--- config.mk ---
export PLATFORM = sky130hd
export DESIGN_NAME = ticket_dispatch
export DESIGN_NICKNAME = d
export VERILOG_FILES = /design/src/rtl/ticket_dispatch.sv
export SDC_FILE = /design/constraint.sdc
export NUM_CORES = 1
export LEC_CHECK = 0
export ABC_AREA = 1
export CAP_MARGIN = 0
export CELL_PAD_IN_SITES_DETAIL_PLACEMENT = 1
export CELL_PAD_IN_SITES_GLOBAL_PLACEMENT = 1
export CORE_UTILIZATION = 43
export DETAILED_ROUTE_END_ITERATION = 6
export GPL_TIMING_DRIVEN = 0
export PLACE_DENSITY = 0.95
export SYNTH_ARGS = -nofsm -noshare
export SYNTH_HDL_FRONTEND = slang
export SYNTH_SLANG_ARGS = --single-unit
export TNS_END_PERCENT = 5
--- constraint.sdc ---
create_clock -name clk -period 4.6 [get_ports clk]
set_input_delay 0.46 -clock clk [delete_from_list [all_inputs] [get_ports clk]]
set_output_delay 0.46 -clock clk [all_outputs]
set_load 0.01 [all_outputs]
--- src/rtl/ticket_dispatch.sv ---
// ticket_dispatch
//   Ticket issue and dispatch stage. Issues sequential ticket numbers (1..63,
//   wrapping back to 1) on each rising edge of the customer button, counts
//   waiting customers and calls the oldest waiting number to the
//   lowest-lettered free counter. Each call is a one-cycle pulse followed by
//   a mandatory idle cycle, so the next selection sees the busy flag that
//   service raises after sampling the call.
//
// Ports
//   clk            system clock, rising edge
//   rst            asynchronous reset, active low
//   take_ticket    customer button (level, rising edge requests a ticket)
//   counterA..E    counter busy flags from service (1 = busy)
//   counter_call   called counter: 0 none, 1..5 = A..E
//   number_call    ticket number being called (valid while counter_call != 0)
//   ticket_number  last ticket issued, 0 = none since reset
//   waiting_count  tickets issued but not yet called
//   queue_full     waiting_count == MAX_WAIT
module ticket_dispatch #(
  parameter int unsigned MAX_WAIT = 16
) (
  input  logic       clk,
  input  logic       rst,
  input  logic       take_ticket,
  input  logic       counterA,
  input  logic       counterB,
  input  logic       counterC,
  input  logic       counterD,
  input  logic       counterE,
  output logic [2:0] counter_call,
  output logic [5:0] number_call,
  output logic [5:0] ticket_number,
  output logic [5:0] waiting_count,
  output logic       queue_full
);

  typedef enum logic [1:0] {
    IDLE = 2'd0,
    CALL = 2'd1,
    WAIT = 2'd2
  } state_t;

  localparam logic [5:0] MAX_W = 6'(MAX_WAIT);

  state_t     state;
  state_t     state_nx;
  logic       take_prev;
  logic       take_rise;
  logic       do_issue;
  logic       do_call;
  logic [2:0] sel;
  logic [5:0] next_issue;
  logic [5:0] next_call;
  logic [5:0] wait_nx;

  function automatic logic [5:0] wrap_inc(input logic [5:0] n);
    return (n == 6'd63) ? 6'd1 : n + 6'd1;
  endfunction

  // Lowest-lettered free counter; 0 means every counter is busy.
  always_comb begin
    sel = 3'd0;
    if      (!counterA) sel = 3'd1;
    else if (!counterB) sel = 3'd2;
    else if (!counterC) sel = 3'd3;
    else if (!counterD) sel = 3'd4;
    else if (!counterE) sel = 3'd5;
  end

  // Issue and call both look at the pre-edge count, so a press arriving
  // while full is dropped even if a call frees a slot on the same edge.
  always_comb begin
    take_rise = take_ticket & ~take_prev;
    do_issue  = take_rise && (waiting_count < MAX_W);
    do_call   = (state != CALL) && (waiting_count != 6'd0) && (sel != 3'd0);

    wait_nx = waiting_count;
    if (do_issue && !do_call)      wait_nx = waiting_count + 6'd1;
    else if (do_call && !do_issue) wait_nx = waiting_count - 6'd1;

    if (do_call)            state_nx = CALL;
    else if (state == CALL) state_nx = WAIT;
    else                    state_nx = IDLE;
  end

  always_ff @(posedge clk or negedge rst) begin
    if (!rst) begin
      state         <= IDLE;
      take_prev     <= 1'b0;
      next_issue    <= 6'd1;
      next_call     <= 6'd1;
      counter_call  <= '0;
      number_call   <= '0;
      ticket_number <= '0;
      waiting_count <= '0;
      queue_full    <= 1'b0;
    end else begin
      state         <= state_nx;
      take_prev     <= take_ticket;
      waiting_count <= wait_nx;
      queue_full    <= (wait_nx == MAX_W);

      if (do_issue) begin
        ticket_number <= next_issue;
        next_issue    <= wrap_inc(next_issue);
      end

      if (do_call) begin
        counter_call <= sel;
        number_call  <= next_call;
        next_call    <= wrap_inc(next_call);
      end else begin
        counter_call <= '0;
      end
    end
  end

endmodule

# Word-level counts from Yosys, hierarchy flattened
# Cells that the tools add are included.
# classes
addsub	4
n_lt_le_gt_ge	1
n_eq_ne	5
n_mux	12
bitwise	2
n_reduce_logical	9
# ops
cell	n
two-way mux 6 bit	4
adder 6 x 1 -> 6 bit (second input constant)	3
two-way mux 3 bit	6
== test 6 bit (second input constant)	2
== test 6 x 5 -> 1 bit (second input constant)	1
less-than comparator 6 x 5 -> 1 bit (second input constant)	1
nonzero test 6 bit	1
subtractor 6 x 1 -> 6 bit (second input constant)	1
logical AND 1 bit	5
two-way mux 2 bit	2
nonzero test 3 bit	1
== test 2 x 1 -> 1 bit (second input constant)	1
logical NOT 1 bit	2
!= test 2 x 1 -> 1 bit (second input constant)	1
bitwise AND 1 bit	1
NOT 1 bit	1
# word_totals
register_bits	37
in_bits	8
out_inout_bits	22
wordCells	42

# Depth between registers and ports, before layout
# Gate-level depths: netlist of run 1.
# depth
depth_word	11
depth_mapped	13

# Worst setup path after synthesis of run 1
# Ideal clock, no wire load.
# synth_path
path_kind	flip-flop to flip-flop
start	register waiting_count[0]
end	register queue_full
setup_time_ns	0.071
t_arrival_ns	1.488
required_ns	4.529
setup_slack_ns	3.041
path_stages_with_launch	12
path_buffers	0
cell_sequence	dfrtp_1 inv_1 ha_1 nand3_2 nand2_4 inv_4 nand3_4 nor2_2 nor2_1 nor2_1 nand2_1 nor2_1
# synth_via
elab_chain_cells	7
# synth_lines
element	line	source
start: declaration	33	output logic [5:0] waiting_count,
start signal: assignment	100	waiting_count <= wait_nx;
less-than comparator 6 x 5 -> 1 bit / nonzero test 6 bit (equally long branches)	74, 75	
logical AND 1 bit, on equally long branches	74, 75	
logical NOT 1 bit / logical AND 1 bit (equally long branches)	79, 75	
logical AND 1 bit / logical NOT 1 bit (equally long branches)	79, 78	
two-way mux 6 bit / logical AND 1 bit (equally long branches)	79, 78	
two-way mux 6 bit (*)	78	if (do_issue && !do_call) wait_nx = waiting_count + 6'd1;
== test 6 x 5 -> 1 bit (*)	101	queue_full <= (wait_nx == MAX_W);
end signal: assignment	101	
end: declaration	34	output logic queue_full
# Every way passes the cells marked *; elsewhere a longest branch is shown, timed or not.
# A chain may end at the register's enable or synchronous reset.

# Final worst setup path of run 1
# layout_path
start	input counterC
end	register queue_full
# layout_via
elab_chain_cells	9
# layout_lines
element	line	source
start: declaration	27	input logic counterC,
two-way mux 3 bit (*)	65	else if (!counterC) sel = 3'd3;
two-way mux 3 bit (*)	64	else if (!counterB) sel = 3'd2;
two-way mux 3 bit (*)	63	if (!counterA) sel = 3'd1;
nonzero test 3 bit (*)	75	do_call = (state != CALL) && (waiting_count != 6'd0) && (sel != 3'd0);
logical AND 1 bit (*)	75	
logical AND 1 bit / logical NOT 1 bit (equally long branches)	79, 78	
two-way mux 6 bit / logical AND 1 bit (equally long branches)	79, 78	
two-way mux 6 bit (*)	78	
== test 6 x 5 -> 1 bit (*)	101	
# Marks and branches as above.

==> reports/qor.txt, run 1 <==
initial antenna violation count: 0
DR iter-0 viols: 88
CTS hold repair buffers: 0
slack of the critical path: 2.65 ns
slew margin rel.: 45.3%
R2R cell count: 12
fmax: 513 MHz
drt pass-1 iters: 4
FFs w/ async S/R, synth: 100%
area growth from synthesis to layout: 25.1%
Core ar.: 0.00409 mm²
Max Transition Viols Final: 0
Post-Syn Area: 0.00187 mm²
grt ovf: 0
die footprint: 0.00461 mm²
Num CTS Buffers: 5
synth top area cells: dfrtp_1, nand2_1, inv_1, xor2_1, o21ai_0
drt wl/cell: 14.6 µm
via count: 1515
Min Clock Period, post-route: 1.95 ns
port bufs: 29
Cell Pwr Density: 716 mW/mm²
crit path max fanout: 7
Routed WL: 4.39 mm
Post-CTS Setup Bufs: 0
Max IR drop VDD: 0.291 mV
RR Endpoint: queue_full$_DFF_PN0_
crit path launch type: input pin
crit path DAT: 2.15 ns
CP Capture Point: queue_full$_DFF_PN0_
Worst-path clk slew: 0.08 ns
Most used DFF post-synth: dfrtp_1
clock sinks: 37
I/O pin count: 30
worst slew pin tran: 0.821 ns
Max clock buf depth: 2
first-pass GRT wire length: 7.23 mm
Worst EP required: 4.80 ns
status: completed
detailed-placement wirelength estimate: 3.20 mm
FF-to-FF Start: waiting_count[0]$_DFF_PN0_
setup violators final: 0
cells after synthesis: 214
Via density: 5.03
pre-CTS setup slack: 2.33 ns
Seq/Total Area, Yosys: 49.8%
yosys warns: 0
part of the cycle the worst path needs: 42.3%
clock tree root driver cell: clkbuf_8
site row count: 23
diode count: 0
RSZ-0062 raised after global routing: false
Net Count, Synth: 227
final hold viol count: 0
Placer Congestion: 0.791
gr usage total: 22.1%
number of remaining DRC errors: 0
skew final: 0.0103 ns
crit end category: register
share of the synthesized area in the top cell type: 46.9%
chip width: 67.9 µm
share of layout cells above drive strength 1: 12.4%
maxcap violations: 0
Worst Setup Path Type: input pin to register
setup TNS: 0 ns
post-synthesis cell type count: 29
Reg2Reg Setup Slack: 2.79 ns
CTS tree: yes
Avg Inst Size Synth: 8.72 µm²
post_cts resized: 0
Hold Crit Class: input pin to asynchronous set/reset pin
Clk Latency, worst-skew pair: 0.30 ns
number of flops mapped to enable cells by yosys: 0
Setup crit start: counterC
initial core utilization: 45.7%
ANT nets after route: 0
largest net degree at the start of global routing: 38
Yosys top cell by area: dfrtp_1
Die H: 67.9 µm
cell leakage power: 1.16 nW
Final Instance Count excl. Fillers: 301
Layout Utilization: 57.1%
vias in the first global route: 1505
Final #Nets: 263
#FFs+latches synth: 37
Max H-tree Level: 2
hold_ws: 0.241 ns
post-placement cell count: 293
worst min-delay path by stage:
stage,startpoint,to,slack (ns)
after floorplan,rst,counter_call[0]$_DFF_PN0_,0.16
after global placement,ticket_number[2]$_DFFE_PN0P_,ticket_number[2]$_DFFE_PN0P_,0.47
after detailed placement,ticket_number[5]$_DFFE_PN0P_,ticket_number[5]$_DFFE_PN0P_,0.47
after CTS,rst,ticket_number[5]$_DFFE_PN0P_,0.28
after global routing,rst,take_prev$_DFF_PN0_,0.32
final,rst,waiting_count[3]$_DFF_PN0_,0.24
synthesized netlist by cell type (3+ instances only):
| master | instances |
|---|---|
| nor2_2 | 3 |
| nand2_1 | 46 |
| a21oi_1 | 4 |
| dfrtp_1 | 35 |
| inv_1 | 31 |
| nand3_1 | 10 |
| buf_2 | 4 |
| nor2_1 | 18 |
| o21ai_0 | 17 |
| nor3_1 | 5 |
| nand2_4 | 3 |
| xor2_1 | 10 |
| ha_1 | 5 |
routing by layer:
metal / track usage, % / routed length (µm) / part of all wire (%)
met1: 26.8 / 1840 / 42
met2: 37.6 / 2310 / 53
met4: 9.11 / 99 / 2.3
met5: 0 / 0 / 0
met3: 5.17 / 136 / 3.1
power breakdown:
group          leakage (nW)  switching [mW]  internal [mW]  total [mW]
combinational         0.647           0.443          0.347       0.790
clock                0.0574           0.127          0.176       0.303
sequential            0.454           0.103          0.475       0.579
total                  1.16           0.673          0.999        1.67
cells by family after synthesis:
| group | count (synthesis) | share of synthesized area [%] |
|---|---|---|
| and+or+nand+nor | 98 | 26.4 |
| buffers and inverters | 39 | 8.45 |
| DFF | 37 | 49.8 |
| AOI/OAI and AO/OA | 23 | 6.44 |
| xor gates and xnor gates | 12 | 5.63 |
| adders and majority gates | 5 | 3.35 |
final cells by class:
type	count	area, µm²
Inverter	34	130
Tap cell	50	62.6
Timing Repair Buffer	29	285
Fill cell	489	1750
Sequential cell	37	928
Buffer	5	27.5
Clock buffer	6	82.6
Clock inverter	2	37.5
Multi-Input combinational cell	138	779
through the flow:
stage | area (µm²) | power (mW)
floorplan | 1870 | 1.05
global placement | 2220 | 1.31
detailed placement | 2210 | 1.37
CTS | 2330 | 1.69
global route | 2330 | 1.80
finish | 2330 | 1.67
worst max-delay path: stages:
cell and delay (ns):
clkdlybuf4s50_1 0.53, nand2_1 0.08, clkinv_1 0.06, nand3_1 0.11, nand2_1 0.24, nand2_4 0.14
nand2_4 0.12, nand2_2 0.06, nor2_1 0.13, nor2_2 0.06, nand3_1 0.10, nor2_1 0.04
layout by cell type (no fill, tap or decap), types with 2 or more instances in the layout:
| cell | synthesis | routed |
|---|---|---|
| ha_1 | 5 | 5 |
| nand3b_1 | 2 | 2 |
| inv_1 | 31 | 31 |
| xnor2_1 | 2 | 2 |
| a211oi_1 | 2 | 2 |
| nand4_1 | 2 | 2 |
| clkbuf_8 | 0 | 6 |
| nor2_4 | 2 | 2 |
| nor3_1 | 5 | 5 |
| buf_2 | 4 | 5 |
| xor2_1 | 10 | 10 |
| dfrtp_1 | 35 | 35 |
| clkdlybuf4s50_1 | 0 | 28 |
| nand2_4 | 3 | 3 |
| nand3_1 | 10 | 10 |
| nand2_1 | 46 | 46 |
| a21oi_1 | 4 | 4 |
| nor2_1 | 18 | 18 |
| o21ai_0 | 17 | 17 |
| nor2_2 | 3 | 3 |
| dfstp_2 | 2 | 2 |
| nand2_2 | 2 | 2 |
flip-flops by register name, indices dropped and copies added (netlist names):
| name | count |
|---|---|
| ticket_number | 6 |
| next_call | 6 |
| take_prev | 1 |
| state | 2 |
| counter_call | 3 |
| next_issue | 6 |
| queue_full | 1 |
| number_call | 6 |
| waiting_count | 6 |
Power figures use the tool's default switching activity.
==> run 2, diff against run 1 <==
Settings changed: CORE_UTILIZATION 43 to 40, PLACE_DENSITY 0.95 to 0.91.
Clock period 4.6 ns to 1.95 ns, I/O delays scaled along.
==> run 2 against run 1 <==
The flow now finishes with violations (hold timing); first-iteration DRC count fell by 38%; register-to-register slack got worse by 2.6 ns; clock power rose by 120%; clock-buffer cell count did not move; global-route usage fell by 3.1 points; final area fell by 0.11%; die area rose by 7.3%; flip-flop and latch count did not move; largest power group unchanged; highest routed layer unchanged.
==> reports/qor.txt, run 2 (synthesis gave the netlist of run 1 again) <==
skew final: 0.0129 ns (+0.00267 ns)
first-pass GRT wire length: 7.20 mm (-0.39%)
CTS tree: yes
drt wl/cell: 13.7 µm (-5.8%)
Num CTS Buffers: 5 (unchanged)
fmax: 557 MHz
post-placement cell count: 295 (+0.68%)
status: finished with violations
Worst-path clk slew: 0.08 ns (about the same)
crit path launch type: register
crit path DAT: 2.02 ns (-0.13 ns)
diode count: 0 (unchanged)
CP peak stage delay: 0.43 ns (-0.10 ns)
FF/Latch Area: 928 µm² (unchanged)
hold_ws: -0.00606 ns (-0.247 ns)
failing checks: hold timing
setup violators final: 0 (unchanged)
Critical Path Slowest Stage Cell: dfrtp_1
number of remaining DRC errors: 0 (unchanged)
CTS hold repair buffers: 0 (unchanged)
drt pass-1 iters: 4 (unchanged)
ANT nets after route: 0 (unchanged)
slew margin rel.: 44.5% (-0.82 points)
final hold viol count: 16 (+16)
grt ovf: 0 (unchanged)
I/O pin count: 30 (unchanged)
port bufs: 29 (unchanged)
Min Clock Period, post-route: 1.80 ns
Clk Latency, worst-skew pair: 0.30 ns (about the same)
Core ar.: 0.00441 mm² (+8.0%)
crit path max fanout: 7 (unchanged)
DR iter-0 viols: 55 (-38%)
Die H: 70.3 µm (+3.6%)
post_cts resized: 0 (unchanged)
Routed WL: 4.16 mm (-5.2%)
part of the cycle the worst path needs: 92.1%
chip width: 70.3 µm (+3.6%)
Max IR drop VDD: 0.480 mV (+65%)
Buf/Inv on CP: 2 (unchanged)
clock tree root driver cell: clkbuf_8
clock sinks: 37 (unchanged)
Max clock buf depth: 2 (unchanged)
site row count: 24 (+4.3%)
Cell Pwr Density: 1670 mW/mm² (+130%)
Max H-tree Level: 2 (unchanged)
most frequent cells in the layout: nand2_1, dfrtp_1, inv_1
crit end category: register
share of layout cells above drive strength 1: 12.4% (unchanged)
maxcap violations: 0 (unchanged)
Max Transition Viols Final: 0 (unchanged)
largest net degree at the start of global routing: 38 (unchanged)
Via density: 4.87 (-3.3%)
crit-path most repeated cell: nand2_4
Worst EP required: 2.17 ns (-2.63 ns)
setup TNS: 0 ns (unchanged)
area growth from synthesis to layout: 24.9%
cell leakage power: 1.16 nW (-0.12%)
fillers: 537 (+9.8%)
initial antenna violation count: 0 (unchanged)
Layout Utilization: 52.8% (-4.3 points)
via count: 1475 (-2.6%)
Hold Crit Class: input pin to asynchronous set/reset pin
Worst Setup Path Type: register to register
Placer Congestion: 0.757 (-4.2%)
commonest non-fill, non-tap cell in the layout: nand2_1
crit path cell chain: inv_1 > ha_1 > nand3_2 > nand2_4 > inv_4 > nand2_4 > nand2_4 > nand2_2 > nor2_1 > nor2_2 > nand3_1 > nor2_1
Top delay family on crit path: simple AND/OR/NAND/NOR gates
RSZ-0062 raised after global routing: false
die footprint: 0.00494 mm² (+7.3%)
Final #Nets: 263 (unchanged)
multi-input logic area: 783 µm² (+0.48%)
worst slew pin tran: 0.833 ns (+0.0123 ns)
detailed-placement wirelength estimate: 2.91 mm (-9.0%)
Final Instance Count excl. Fillers: 303 (+0.66%)
initial core utilization: 42.3% (-3.4 points)
Post-CTS Setup Bufs: 0 (unchanged)
vias in the first global route: 1505 (unchanged)
gr usage total: 19.0% (-3.1 points)
[run 2: changes by cell type in the layout (fill, tap and decap cells not counted), sizes merged]
cell      previous run  this run
clkinvlp             1         0
clkinv               1         2
[run 2: stage by stage]
stage	total power, mW	instance area [µm²]	setup slack, ns
3_3_place_gp	3.11	2220	-0.146
5_1_grt	4.21	2330	0.0114
4_1_cts	3.93	2330	0.127
6_report	3.90	2330	0.153
2_1_floorplan	2.49	1870	0.391
3_5_place_dp	3.20	2220	0.0263
[run 2: routing by layer]
| metal | GRT usage, % | up-vias | share of wire, % |
|---|---|---|---|
| met2 | 31.0 | 27 | 50 |
| met1 | 24.6 | 709 | 45 |
| met5 | 0 | - | 0 |
| met4 | 7.33 | 0 | 1.7 |
| met3 | 4.04 | 4 | 2.7 |
| li1 | - | 735 | - |
[run 2: path summary, 6_finish.rpt]
check                                             start                            to  slack (ns)  cells after the start
min in group clk                            take_ticket           take_prev$_DFF_PN0_        0.38                      1
min reg2reg                ticket_number[5]$_DFFE_PN0P_  ticket_number[5]$_DFFE_PN0P_        0.49                      2
min                                                 rst  ticket_number[2]$_DFFE_PN0P_      -0.006                      1
max in group asynchronous                           rst     counter_call[1]$_DFF_PN0_        1.43                      1
max                          waiting_count[0]$_DFF_PN0_          queue_full$_DFF_PN0_        0.15                     12
max reg2reg                  waiting_count[0]$_DFF_PN0_          queue_full$_DFF_PN0_        0.15                     12
[run 2: layout make-up]
class                           instances  share of cell area [%]
Buffer                                  5                    1.18
Tap cell                               52                    2.79
Multi-Input combinational cell        138                    33.6
Timing Repair Buffer                   29                    12.2
Clock inverter                          2                    1.66
Inverter                               34                    5.58
Sequential cell                        37                    39.8
Clock buffer                            6                    3.11
[run 2: power by group]
| group | internal (mW) | leakage [nW] | switching [mW] |
|---|---|---|---|
| sequential | 1.12 | 0.454 | 0.246 |
| clock | 0.384 | 0.0554 | 0.297 |
| combinational | 0.823 | 0.647 | 1.03 |
